==> src/rtl/lw_sha_pkg.sv <==
// Shared definitions for the lightweight SHA-256/224 core: round constants,
// masked buffer word format and the schedule helper functions.
package lw_sha_pkg;

  localparam int unsigned SHA_WORD_SIZE = 32;
  localparam int unsigned SHA_ROT_W     = $clog2(SHA_WORD_SIZE);
  localparam int unsigned SHA_ROUNDS    = 64;
  localparam int unsigned SHA_BUF_DEPTH = 16;

  // Stored schedule word: rotation amount plus the word rotated right by it.
  typedef struct packed {
    logic [SHA_ROT_W-1:0]     rot;
    logic [SHA_WORD_SIZE-1:0] data;
  } masked_word_t;

  localparam logic [SHA_WORD_SIZE-1:0] k [SHA_ROUNDS] = '{
    32'h428a2f98, 32'h71374491, 32'hb5c0fbcf, 32'he9b5dba5, 32'h3956c25b, 32'h59f111f1, 32'h923f82a4, 32'hab1c5ed5,
    32'hd807aa98, 32'h12835b01, 32'h243185be, 32'h550c7dc3, 32'h72be5d74, 32'h80deb1fe, 32'h9bdc06a7, 32'hc19bf174,
    32'he49b69c1, 32'hefbe4786, 32'h0fc19dc6, 32'h240ca1cc, 32'h2de92c6f, 32'h4a7484aa, 32'h5cb0a9dc, 32'h76f988da,
    32'h983e5152, 32'ha831c66d, 32'hb00327c8, 32'hbf597fc7, 32'hc6e00bf3, 32'hd5a79147, 32'h06ca6351, 32'h14292967,
    32'h27b70a85, 32'h2e1b2138, 32'h4d2c6dfc, 32'h53380d13, 32'h650a7354, 32'h766a0abb, 32'h81c2c92e, 32'h92722c85,
    32'ha2bfe8a1, 32'ha81a664b, 32'hc24b8b70, 32'hc76c51a3, 32'hd192e819, 32'hd6990624, 32'hf40e3585, 32'h106aa070,
    32'h19a4c116, 32'h1e376c08, 32'h2748774c, 32'h34b0bcb5, 32'h391c0cb3, 32'h4ed8aa4a, 32'h5b9cca4f, 32'h682e6ff3,
    32'h748f82ee, 32'h78a5636f, 32'h84c87814, 32'h8cc70208, 32'h90befffa, 32'ha4506ceb, 32'hbef9a3f7, 32'hc67178f2
  };

  // Shift by 32 yields zero, so n == 0 degenerates cleanly to x.
  function automatic logic [SHA_WORD_SIZE-1:0] right_rotate(
    input logic [SHA_WORD_SIZE-1:0] x, input logic [SHA_ROT_W-1:0] n);
    return (x >> n) | (x << (6'd32 - 6'(n)));
  endfunction

  function automatic logic [SHA_WORD_SIZE-1:0] left_rotate(
    input logic [SHA_WORD_SIZE-1:0] x, input logic [SHA_ROT_W-1:0] n);
    return (x << n) | (x >> (6'd32 - 6'(n)));
  endfunction

  function automatic logic [SHA_WORD_SIZE-1:0] sigma0_256(input logic [SHA_WORD_SIZE-1:0] x);
    return right_rotate(x, 5'd7) ^ right_rotate(x, 5'd18) ^ (x >> 3);
  endfunction

  function automatic logic [SHA_WORD_SIZE-1:0] sigma1_256(input logic [SHA_WORD_SIZE-1:0] x);
    return right_rotate(x, 5'd17) ^ right_rotate(x, 5'd19) ^ (x >> 10);
  endfunction

  function automatic masked_word_t write_word(
    input logic [SHA_WORD_SIZE-1:0] x, input logic [SHA_ROT_W-1:0] rnd);
    masked_word_t m;
    m.rot  = rnd;
    m.data = right_rotate(x, rnd);
    return m;
  endfunction

  function automatic logic [SHA_WORD_SIZE-1:0] read_word(input masked_word_t m);
    return left_rotate(m.data, m.rot);
  endfunction

endpackage

==> src/rtl/lw_sha_sched_buf.sv <==
// 16-entry masked register file: one write port, four decoded read ports.
module lw_sha_sched_buf
  import lw_sha_pkg::*;
(
  input  logic                     clk,
  input  logic                     rst,
  input  logic                     we,
  input  logic [3:0]               waddr,
  input  masked_word_t             wdata,
  input  logic [3:0]               raddr0,
  input  logic [3:0]               raddr1,
  input  logic [3:0]               raddr2,
  input  logic [3:0]               raddr3,
  output logic [SHA_WORD_SIZE-1:0] rdata0,
  output logic [SHA_WORD_SIZE-1:0] rdata1,
  output logic [SHA_WORD_SIZE-1:0] rdata2,
  output logic [SHA_WORD_SIZE-1:0] rdata3
);

  masked_word_t mem [SHA_BUF_DEPTH];

  always_ff @(posedge clk) begin
    if (rst) begin
      for (int i = 0; i < int'(SHA_BUF_DEPTH); i++) mem[i] <= '0;
    end else if (we) begin
      mem[waddr] <= wdata;
    end
  end

  // Only unmasked on the read path; the stored form never holds plain words.
  assign rdata0 = read_word(mem[raddr0]);
  assign rdata1 = read_word(mem[raddr1]);
  assign rdata2 = read_word(mem[raddr2]);
  assign rdata3 = read_word(mem[raddr3]);

endmodule

==> src/rtl/lw_sha_msg_sched.sv <==
// SHA-256/224 message schedule: loads 16 words, emits W[t] and W[t]+K[t]
// for t = 0..63 over a valid/ready handshake.
module lw_sha_msg_sched
  import lw_sha_pkg::*;
#(
  parameter int unsigned WORD_SIZE = SHA_WORD_SIZE,
  parameter int unsigned ROUNDS    = SHA_ROUNDS,
  parameter int unsigned ROT_W     = $clog2(WORD_SIZE)
) (
  input  logic                 clk,
  input  logic                 rst,
  input  logic [ROT_W-1:0]     rnd_i,
  input  logic                 in_valid_i,
  output logic                 in_ready_o,
  input  logic [WORD_SIZE-1:0] in_data_i,
  output logic                 wk_valid_o,
  input  logic                 wk_ready_i,
  output logic [WORD_SIZE-1:0] w_o,
  output logic [WORD_SIZE-1:0] wk_o,
  output logic [5:0]           round_o,
  output logic                 last_o,
  output logic                 busy_o
);

  localparam int unsigned CNT_W = $clog2(SHA_BUF_DEPTH);
  localparam int unsigned T_W   = $clog2(ROUNDS);

  typedef enum logic [1:0] {S_IDLE, S_LOAD, S_RUN} state_t;

  state_t             state;
  logic [CNT_W-1:0]   cnt;
  logic [T_W-1:0]     t;

  logic                 accept;
  logic                 advance;
  logic                 load_out;
  logic                 buf_we;
  logic [CNT_W-1:0]     buf_waddr;
  masked_word_t         buf_wdata;
  logic [WORD_SIZE-1:0] w_m2, w_m7, w_m15, w_m16;
  logic [WORD_SIZE-1:0] w_next;

  lw_sha_sched_buf u_buf (
    .clk    (clk),
    .rst    (rst),
    .we     (buf_we),
    .waddr  (buf_waddr),
    .wdata  (buf_wdata),
    .raddr0 (t[CNT_W-1:0] - 4'd2),
    .raddr1 (t[CNT_W-1:0] - 4'd7),
    .raddr2 (t[CNT_W-1:0] - 4'd15),
    .raddr3 (t[CNT_W-1:0]),
    .rdata0 (w_m2),
    .rdata1 (w_m7),
    .rdata2 (w_m15),
    .rdata3 (w_m16)
  );

  // Next schedule word and the single buffer write port arbitration.
  always_comb begin
    accept    = in_valid_i && in_ready_o && (state != S_RUN);
    advance   = (state == S_RUN) && (!wk_valid_o || wk_ready_i);
    load_out  = advance && !(wk_valid_o && last_o);
    w_next    = (t < T_W'(SHA_BUF_DEPTH)) ? w_m16
              : sigma1_256(w_m2) + w_m7 + sigma0_256(w_m15) + w_m16;
    buf_we    = 1'b0;
    buf_waddr = cnt;
    buf_wdata = write_word(in_data_i, rnd_i);
    if (accept) begin
      buf_we = 1'b1;
    end else if (load_out && (t >= T_W'(SHA_BUF_DEPTH))) begin
      buf_we    = 1'b1;
      buf_waddr = t[CNT_W-1:0];
      buf_wdata = write_word(w_next, rnd_i);
    end
  end

  always_ff @(posedge clk) begin
    if (rst) begin
      state      <= S_IDLE;
      cnt        <= '0;
      t          <= '0;
      in_ready_o <= 1'b1;
      wk_valid_o <= 1'b0;
      w_o        <= '0;
      wk_o       <= '0;
      round_o    <= '0;
      last_o     <= 1'b0;
      busy_o     <= 1'b0;
    end else begin
      case (state)
        S_IDLE, S_LOAD: begin
          if (accept) begin
            cnt    <= cnt + 4'd1;
            busy_o <= 1'b1;
            if (cnt == CNT_W'(SHA_BUF_DEPTH - 1)) begin
              state      <= S_RUN;
              t          <= '0;
              in_ready_o <= 1'b0;
            end else begin
              state <= S_LOAD;
            end
          end
        end
        S_RUN: begin
          // Last word already handed off: close the block and reopen input.
          if (advance && wk_valid_o && last_o) begin
            state      <= S_IDLE;
            wk_valid_o <= 1'b0;
            last_o     <= 1'b0;
            busy_o     <= 1'b0;
            in_ready_o <= 1'b1;
          end else if (load_out) begin
            w_o        <= w_next;
            wk_o       <= w_next + k[t];
            round_o    <= t;
            last_o     <= (t == T_W'(ROUNDS - 1));
            wk_valid_o <= 1'b1;
            t          <= t + 6'd1;
          end
        end
        default: state <= S_IDLE;
      endcase
    end
  end

endmodule

==> config.mk <==
export PLATFORM = sky130hd
export DESIGN_NAME = lw_sha_msg_sched
export DESIGN_NICKNAME = d
export VERILOG_FILES = /design/src/rtl/lw_sha_pkg.sv /design/src/rtl/lw_sha_sched_buf.sv /design/src/rtl/lw_sha_msg_sched.sv
export SDC_FILE = /design/constraint.sdc
export NUM_CORES = 2
export LEC_CHECK = 0
export ABC_AREA = 0
export BUFFER_PORTS_ARGS = -buffer_cell sky130_fd_sc_hd__buf_2
export CAP_MARGIN = 20
export CORE_AREA = 2 2 394 396
export DETAILED_ROUTE_END_ITERATION = 10
export DIE_AREA = 0 0 396 398
export PLACE_DENSITY = 0.6
export SLEW_MARGIN = 0
export SYNTH_ARGS = -nofsm -noshare
export SYNTH_HDL_FRONTEND = slang
export SYNTH_SLANG_ARGS = --single-unit
==> constraint.sdc <==
create_clock -name clk -period 13.77 [get_ports clk]
set_clock_uncertainty 0.1 [all_clocks]
set_input_delay 0.6885 -clock clk [delete_from_list [all_inputs] [get_ports clk]]
set_output_delay 0.6885 -clock clk [all_outputs]
set_load 0.02 [all_outputs]
==> flow_summary.json <==
{
  "max_freq_mhz": 76.69,
  "tightest_slew_ns": 1.412,
  "powerDensity_mw_per_mm2": 138.4,
  "run_status": "finished clean",
  "antenna_found_initial": 18,
  "fp.dieArea_mm2": 0.1576,
  "finalWorstSetupSlack_ns": 0.7303,
  "cts_hold_buf": 0,
  "core_mm2": 0.1533,
  "final.setup.tns_ns": 0,
  "grt_overflow": 0,
  "drt_pre_antenna_iters": 10,
  "clk_latency_ns": 0.71,
  "grt_pass1_vias": 61090,
  "slowest_delay_ns": 0.74,
  "synth_largest_area_cell": "edfxtp_1",
  "grt_max_degree": 124,
  "crit_required_ns": 14.08,
  "rsz0062_at_grt": "no",
  "wirelength_um": 331800,
  "netlist_instances": 7191,
  "multiInputGateArea_mm2": 0.04560,
  "gp_congestion": 1.043,
  "whs_ns": 0.1844,
  "arrival_ns": 13.35,
  "maxCapViolations": 0,
  "synth_top_area_frac": 0.2595,
  "grt_pass1_wl_um": 464400,
  "yosysWarnings": 0,
  "p_total_w": 0.01022,
  "crit_path_max_fanout": 28,
  "synth_nets": 7386,
  "seqCellArea_mm2": 0.01960,
  "hold_viol_final": 0,
  "start_util": 0.4468,
  "slowest_stage": "mux4_2",
  "remaining_drc_errors": 0,
  "die_y_um": 398,
  "setup_viol": 0,
  "grt_use_total": 0.4095,
  "avgSynthCellArea_um2": 9.527,
  "synthFlopType": "edfxtp_1",
  "ios": 115,
  "via_count": 65960,
  "synth.area.top_cells": "edfxtp_1 26%, mux4_2 19%, mux2i_1 7.1%, nor2_1 5.0%, nand2_1 4.4%",
  "io_buffers": 114,
  "cp-end-kind": "flip-flop",
  "cpMostUsedCell": "o21ai_0",
  "vdd_ir_drop_max_mv": 0.1800,
  "dpl.hpwl_um": 241500,
  "htreeDepth": 3,
  "hp-class": "in2reg",
  "fill_cells": 14290,
  "postRouteAntennaNets": 0,
  "fin_crit_ns": 13.04,
  "async_flop_share": 0,
  "slew_headroom": 0.05877,
  "cts_root_buffer": "clkbuf_16",
  "vias_per_cell": 7.232,
  "fin_crit_sh": 0.9470,
  "netlist_area_mm2": 0.06851,
  "drv_slew": 0,
  "clockBufferDepth": 3,
  "ys_ff_latch": 682,
  "cts_made_buffers": 76,
  "synthTopCellsByCount": "917 x nor2_1, 794 x nand2_1, 592 x edfxtp_1",
  "nNetsFinal": 7201,
  "dp_slack_ns": 0.9499,
  "cts_tree": "yes",
  "drive_gt1_frac": 0.1956,
  "power.leakage_nw": 26.84,
  "yosysSeqAreaShare": 0.2858,
  "synth_edf_count": 592,
  "initialDrtViolationCount": 11440,
  "synth_cell_type_count": 108,
  "cts.clk_slew.worst_paths_ns": 0.08,
  "num_rows": 144,
  "crit_type": "reg2reg",
  "final_util": 0.4813,
  "cts.sinks": 682,
  "die-width_um": 396,
  "area_delta_synth_final_pct": 7.720,
  "synth.most_common_cell": "nor2_1",
  "cp-start-kind": "flip-flop",
  "wire_per_inst_um": 36.38
}
[cells in the final DEF (no fill, tap or decap), types with 27 or more instances in the layout]
cell type,synthesis,routed
fa_1,63,63
ha_1,91,88
or2_2,27,28
nor2_1,917,913
dfxtp_1,90,82
nand2b_1,69,53
xor2_1,42,38
a22oi_1,129,129
clkbuf_16,0,78
a211oi_1,157,153
and3_1,56,56
and2_1,61,59
o211ai_1,73,73
xnor2_1,140,132
mux2i_1,484,480
a31oi_1,70,70
edfxtp_1,592,592
o21ai_0,353,352
o21a_1,33,33
inv_1,174,172
a221oi_1,35,33
a21o_1,31,31
o22ai_1,49,49
or3_1,28,28
mux2_2,95,95
a21oi_1,435,434
nor2b_1,32,28
nor3_1,229,228
a311oi_1,27,27
mux4_2,589,589
buf_4,38,282
nand3_1,115,115
buf_2,101,112
nand2_1,794,775
o31ai_1,35,33
[registers in the layout, indices dropped and copies added, names as in the netlist, named ones only]
signal and count:
in_ready_o 1, w_o 32, wk_valid_o 1, u_buf.mem 592, t 6, last_o 1, round_o 6, busy_o 1
wk_o 32, state 2, cnt 4
[through the flow]
stage | instance area (um^2) | cells
2_1_floorplan | 68510 | 7191
3_3_place_gp | 71230 | 8964
3_5_place_dp | 71230 | 8965
4_1_cts | 73690 | 9099
5_1_grt | 73770 | 9107
6_report | 73800 | 9121
[routing by layer]
metal,vias to the layer above,part of all wire,global-route usage
met5,-,0.00067,0.002421
met4,14,0.066,0.2241
met3,1000,0.15,0.1569
met2,5449,0.41,0.5805
met1,32550,0.37,0.5368
li1,26950,-,-
[timing repair]
item / 4_1_cts / 5_1_grt
setup buffers: 0 / 1
resized for setup: 0 / 1
endpoints found under the setup margin: 0 / 37
[cell families (layout without fill, tap and decap cells)]
logic type / Yosys count / count (layout) / synth area share
and+or+nand+nor: 2433 / 2433 / 0.1553
AOI/OAI and AO/OA: 1707 / 1707 / 0.1641
muxes: 1173 / 1173 / 0.2811
buffers and inverters: 855 / 726 / 0.05386
DFF: 682 / 682 / 0.2858
xor gates and xnor gates: 187 / 187 / 0.02480
adders and majority gates: 154 / 154 / 0.03503
other: 0 / 15 / 0
[area by class of cell]
cell class,count,area share
Multi-Input combinational cell,5654,0.6179
Timing Repair Buffer,405,0.03848
Clock inverter,42,0.005985
Clock buffer,92,0.02730
Inverter,187,0.009511
Sequential cell,682,0.2656
Tap cell,2044,0.03465
Antenna cell,15,0.0005086
[worst max-delay path, delay by kind of cell, from the launching register on]
kind	cells	cell delay [ns]
fa+ha+maj	7	2.93
compound gates	12	3.24
buf+inv	7	1.42
mux	7	2.77
flops	1	0.58
simple gates	3	0.67
xor+xnor	3	0.93
[worst paths after layout]
path,from,endpoint,slack [ns],cells past startpoint
setup / recovery,t[1]$_SDFFE_PP0P_,u_buf.mem[4][6]$_SDFFCE_PN0P_,0.73,39
setup reg to reg,t[1]$_SDFFE_PP0P_,u_buf.mem[4][6]$_SDFFCE_PN0P_,0.73,39
hold reg to reg,w_o[0]$_SDFFE_PP0P_,w_o[0]$_SDFFE_PP0P_,0.35,2
hold / removal,in_valid_i,in_ready_o$_SDFFE_PP1P_,0.18,4
[where the power goes]
part	leakage (nW)	switching, W	internal (W)
clock network	1.19	0.000928	0.00115
logic	18.8	0.00381	0.00194
registers	6.85	0.0000663	0.00232
total	26.8	0.00480	0.00541
Power figures use the tool's default switching activity.
